===== src/rtl/mem_seq_pkg.sv =====
// Shared definitions for the nibble-RAM word sequencer: state encoding and
// RAM geometry.
package mem_seq_pkg;

  typedef enum logic [1:0] {
    IDLE = 2'd0,
    XFER = 2'd1,
    DONE = 2'd2
  } state_e;

  localparam int NIBBLE_W   = 4;
  localparam int RAM_ADDR_W = 12;

endpackage


===== src/rtl/mem_seq.sv =====
// Word-to-nibble sequencer: turns one CPU word access into NIBBLES consecutive
// little-endian RAM accesses. Optional alignment check: MEM_SEQ_ALIGN_CHECK_EN.
module mem_seq
  import mem_seq_pkg::*;
#(
  parameter int NIBBLES = 4,
  parameter int ADDR_W  = RAM_ADDR_W
) (
  input  logic                         clk_i,
  input  logic                         rst_i,
  input  logic                         req_i,
  input  logic                         we_i,
  input  logic [ADDR_W-1:0]            addr_i,
  input  logic [NIBBLE_W*NIBBLES-1:0]  wdata_i,
  output logic                         ready_o,
  output logic                         done_o,
  output logic [NIBBLE_W*NIBBLES-1:0]  rdata_o,
  output logic                         err_o,
  output logic                         ram_ren_o,
  output logic                         ram_wen_o,
  output logic [ADDR_W-1:0]            ram_addr_o,
  output logic [NIBBLE_W-1:0]          ram_din_o,
  input  logic [NIBBLE_W-1:0]          ram_dout_i
);

  localparam int WORD_W = NIBBLE_W * NIBBLES;
  localparam int CNT_W  = (NIBBLES > 1) ? $clog2(NIBBLES) : 1;
  localparam logic [CNT_W-1:0] LAST_CNT = CNT_W'(NIBBLES - 1);

  state_e              state_q, state_d;
  logic [CNT_W-1:0]    cnt_q, cnt_d;
  logic [ADDR_W-1:0]   base_q, base_d;
  logic                we_q, we_d;
  logic [WORD_W-1:0]   wdata_q, wdata_d;
  logic [WORD_W-1:0]   shadow_q, shadow_d;
  logic [WORD_W-1:0]   rdata_q, rdata_d;
`ifdef MEM_SEQ_ALIGN_CHECK_EN
  logic                err_q, err_d;
`endif

  always_ff @(posedge clk_i) begin
    if (rst_i) begin
      state_q  <= IDLE;
      cnt_q    <= '0;
      base_q   <= '0;
      we_q     <= 1'b0;
      wdata_q  <= '0;
      shadow_q <= '0;
      rdata_q  <= '0;
`ifdef MEM_SEQ_ALIGN_CHECK_EN
      err_q    <= 1'b0;
`endif
    end else begin
      state_q  <= state_d;
      cnt_q    <= cnt_d;
      base_q   <= base_d;
      we_q     <= we_d;
      wdata_q  <= wdata_d;
      shadow_q <= shadow_d;
      rdata_q  <= rdata_d;
`ifdef MEM_SEQ_ALIGN_CHECK_EN
      err_q    <= err_d;
`endif
    end
  end

  always_comb begin
    state_d  = state_q;
    cnt_d    = cnt_q;
    base_d   = base_q;
    we_d     = we_q;
    wdata_d  = wdata_q;
    shadow_d = shadow_q;
    rdata_d  = rdata_q;
`ifdef MEM_SEQ_ALIGN_CHECK_EN
    err_d    = err_q;
`endif

    unique case (state_q)
      IDLE: begin
        if (req_i) begin
          base_d  = addr_i;
          we_d    = we_i;
          wdata_d = wdata_i;
          cnt_d   = '0;
`ifdef MEM_SEQ_ALIGN_CHECK_EN
          if ((addr_i % ADDR_W'(NIBBLES)) != '0) begin
            err_d   = 1'b1;
            state_d = DONE;
          end else begin
            err_d   = 1'b0;
            state_d = XFER;
          end
`else
          state_d = XFER;
`endif
        end
      end

      XFER: begin
        if (!we_q) begin
          shadow_d[cnt_q*NIBBLE_W +: NIBBLE_W] = ram_dout_i;
        end
        cnt_d = cnt_q + 1'b1;
        if (cnt_q == LAST_CNT) begin
          cnt_d   = '0;
          state_d = DONE;
          // Publish the merged word on entry to DONE so rdata_o is valid with done_o.
          if (!we_q) begin
            rdata_d = shadow_d;
          end
        end
      end

      DONE: begin
        state_d = IDLE;
      end

      default: begin
        state_d = IDLE;
      end
    endcase
  end

  assign ready_o    = (state_q == IDLE);
  assign done_o     = (state_q == DONE);
  assign rdata_o    = rdata_q;
  assign ram_ren_o  = (state_q == XFER) && !we_q;
  assign ram_wen_o  = (state_q == XFER) && we_q;
  assign ram_addr_o = (state_q == XFER) ? (base_q + ADDR_W'(cnt_q)) : '0;
  assign ram_din_o  = ram_wen_o ? wdata_q[cnt_q*NIBBLE_W +: NIBBLE_W] : '0;

`ifdef MEM_SEQ_ALIGN_CHECK_EN
  assign err_o = (state_q == DONE) && err_q;
`else
  assign err_o = 1'b0;
`endif

endmodule


===== config.mk =====
export PLATFORM = sky130hd
export DESIGN_NAME = mem_seq
export DESIGN_NICKNAME = d
export VERILOG_FILES = /design/src/rtl/mem_seq_pkg.sv /design/src/rtl/mem_seq.sv
export SDC_FILE = /design/constraint.sdc
export NUM_CORES = 1
export LEC_CHECK = 0
export BUFFER_PORTS_ARGS = -buffer_cell sky130_fd_sc_hd__buf_4
export CAP_MARGIN = 5
export CORE_MARGIN = 4
export CORE_UTILIZATION = 35
export CTS_CLUSTER_SIZE = 10
export DETAILED_ROUTE_END_ITERATION = 8
export PLACE_DENSITY = 0.57
export SYNTH_ARGS = -nofsm -noshare
export SYNTH_HDL_FRONTEND = slang
export SYNTH_SLANG_ARGS = --single-unit

===== constraint.sdc =====
create_clock -name clk_i -period 2.5 [get_ports clk_i]
set_clock_uncertainty 0.1 [all_clocks]
set_input_delay 0.5 -clock clk_i [delete_from_list [all_inputs] [get_ports clk_i]]
set_output_delay 0.5 -clock clk_i [all_outputs]
set_load 0.005 [all_outputs]

==> flow_summary.json <==
{
  "area_delta_synth_final_pct": 28.2,
  "grt-ovfl-total": 0,
  "ys_warn_count": 0,
  "hold_viol": 0,
  "intPower_mw": 1.82,
  "setup_slack_ns": -0.0208,
  "via_per_inst": 5.25,
  "fin_crit_ns": 2.52,
  "gp_congestion": 0.775,
  "end_kind": "output port",
  "numCtsBuffers": 9,
  "hold_end": "base_q[4]",
  "ys_top_cells_by_area": "dfxtp_1 40%, nand2_1 8.9%, a21oi_1 8.2%",
  "power.switching_uw": 612,
  "rsz0062_at_grt": "yes",
  "ant_nets": 0,
  "core_area_um2": 8890,
  "async_flop_share_pct": 0,
  "htreeDepth": 3,
  "worstPathRequired_ns": 1.90,
  "first_iter_violations": 122,
  "n_antenna_cell": 0,
  "nets": 492,
  "port_buffers": 71,
  "worst_slew_pin_slew_ns": 0.736,
  "drive_gt1_share_pct": 29.9,
  "violations": "setup timing",
  "die_h_um": 104,
  "period_share_pct": 101,
  "worst_ep_arrival_time_ns": 1.92,
  "slew_viol_final": 0,
  "p_sw_share_pct": 25.1,
  "syn-num-nets": 429,
  "root_buffer": "clkbuf_8",
  "cp_max_fo": 5,
  "use_met1_pct": 19.7,
  "timing.hold.ws_ns": 0.305,
  "avgRoutedWirePerCell_um": 14.7,
  "clock_sinks": 65,
  "clockBufferDepth": 2,
  "grt_usage_pct": 14.8,
  "synth_edf_count": 0,
  "min_path_type": "in2reg",
  "p_leak_nw": 1.51,
  "hpwl_mm": 5.58,
  "grt-busiest-layer": "met2",
  "start_util_pct": 36.5,
  "status": "finished, violations left",
  "synth_top_area_share_pct": 40.1,
  "regToRegSetupSlack_ns": 0.30,
  "worstReg2RegEnd": "rdata_o[13]",
  "clk_pin_slew_ns": 0.07,
  "antenna_found_initial": 0,
  "grt_max_degree": 66,
  "clk_latency_ns": 0.34,
  "syn-cell-area_um2": 3250,
  "comb_power_share_pct": 12.7,
  "worst-setup-path-type": "reg2out",
  "grt_pass1_wl_mm": 13.4,
  "synthCells": 384,
  "ys_seq_elements": 65,
  "drt_wl_total_mm": 8.23,
  "startpoint_type": "register",
  "max_freq_mhz": 397,
  "drc_errors": 0,
  "power_density_nw_per_um2": 584,
  "rows": 34,
  "grtUsageMet2_pct": 23.4,
  "reg2regPathDepth": 6,
  "maxCapViolCount": 0,
  "synth_cell_types": 46,
  "ys.flop_type": "dfxtp_1",
  "final_cell_area_um2": 4170,
  "max-vdd-ir-drop_mv": 0.294,
  "grt_pass1_vias": 2751,
  "grt_use_met3_pct": 4.35,
  "drtPass1Iterations": 4,
  "placed_cell_area_um2": 3820,
  "vias": 2941,
  "r2r-start": "cnt_q[0]",
  "ys_seq_area_share_pct": 40.1,
  "die_w_um": 104,
  "io-pin-count": 73,
  "synth_top_cell_by_area": "dfxtp_1",
  "die-area_um2": 10900,
  "min_path_cells": 3,
  "setup_viol": 2,
  "p_clk_share_pct": 41.7,
  "pwr-share-seq_pct": 45.5,
  "cts_tree": "built",
  "relSlewSlack_pct": 50.9,
  "hold_start": "addr_i[4]",
  "syn_area_per_cell_um2": 8.46
}
per-layer routing:
layer / vias to the layer above / wire [um]
met5: - / 0
met2: 72 / 3830
met4: 0 / 51
met3: 6 / 446
li1: 1484 / -
met1: 1379 / 3900
synthesized netlist by cell type (4+ instances only):
library cell and count:
nand2_1 77, dfxtp_1 65, a21oi_1 53, nor2_1 21, clkbuf_1 14, buf_2 13
nand4_1 13, nand3_1 11, a32oi_1 10, ha_1 8, o21ai_0 8, nand2b_1 7
a211oi_2 6, inv_1 6, a211oi_1 4, a311oi_1 4, and2_1 4, and3_1 4
buf_6 4, mux4_2 4, nand4b_1 4, nor2b_1 4
power by group through the flow:
stage          clock [mW]  sequential (mW)  combinational [mW]
2_1_floorplan           0             1.12               0.202
3_3_place_gp            0             1.12               0.301
3_5_place_dp            0             1.13               0.306
4_1_cts              1.05             1.11               0.308
5_1_grt              1.09             1.11               0.346
6_report             1.02             1.11               0.310
state kept, by name, indices dropped and copies added, names as in the netlist:
register  flops
rdata_o      16
shadow_q     16
wdata_q      16
base_q       12
cnt_q         2
state_q       2
we_q          1
metrics by stage:
step                      util [%]  power [mW]  worst slack [ns]  std cells  setup TNS (ns)
after floorplan                  -        1.32            0.0754        384               0
after global placement        43.0        1.43             0.224        540               0
after detailed placement      43.0        1.43             0.187        540               0
after CTS                     46.2        2.46           -0.0537        559          -0.219
after global routing          46.8        2.54           -0.0912        560          -0.245
final                         46.8        2.43           -0.0208        560         -0.0261
final cells by class:
| cell class | count | area (um2) |
|---|---|---|
| fill | 884 | 4730 |
| multi-input combinational | 278 | 1820 |
| sequential | 65 | 1310 |
| timing repair buffer | 87 | 657 |
| clock buffer | 11 | 151 |
| tap | 108 | 135 |
| clock inverter | 5 | 77.6 |
| inverter | 6 | 22.5 |
critical path: stages (launching register included):
cell and delay (ns):
dfxtp_2 0.36, ha_4 0.14, fa_2 0.23, nand3_4 0.10, or4_4 0.49, a21oi_2 0.13
buf_4 0.13
worst max-delay path by stage:
stage / from / to / slack, ns / depth (start not counted)
floorplan: cnt_q[0] / rdata_o[13] / 0.08 / 8
global route: base_q[0] / ram_addr_o[8] / -0.09 / 6
CTS: base_q[0] / ram_addr_o[8] / -0.05 / 6
detailed placement: base_q[0] / ram_addr_o[10] / 0.19 / 6
global placement: cnt_q[0] / ram_addr_o[10] / 0.22 / 6
finish: base_q[0] / ram_addr_o[8] / -0.02 / 6
logic make-up after synthesis:
| family | share of synthesized area [%] |
|---|---|
| mux | 3.08 |
| xor+xnor | 0.539 |
| buf+inv | 6.51 |
| simple gates | 27.0 |
| compound gates | 19.0 |
| other cells | 0.115 |
| fa+ha+maj | 3.70 |
| flops | 40.1 |
layout by cell type (no fill, tap or decap), types with 3 or more instances in the layout:
| cell type | instances |
|---|---|
| a211oi_1 | 4 |
| a211oi_2 | 6 |
| a21oi_1 | 50 |
| a311oi_1 | 4 |
| a32oi_1 | 10 |
| and2_1 | 4 |
| and3_1 | 4 |
| buf_4 | 86 |
| clkbuf_8 | 11 |
| dfxtp_1 | 61 |
| dfxtp_2 | 4 |
| ha_1 | 6 |
| inv_1 | 6 |
| mux4_2 | 4 |
| nand2_1 | 77 |
| nand2b_1 | 7 |
| nand3_1 | 11 |
| nand4_1 | 13 |
| nand4b_1 | 4 |
| nand4bb_1 | 3 |
| nor2_1 | 21 |
| nor2b_1 | 3 |
| o21ai_0 | 7 |
| o31ai_1 | 3 |
repair_timing:
item                                    in CTS  in global routing
pin swaps                                    6                  5
endpoints found under the setup margin      12                 11
hold buffers                                 0                  0
gates resized for setup                      7                 12
setup buffers                                3                  1
(Power assumes the default switching activity.)
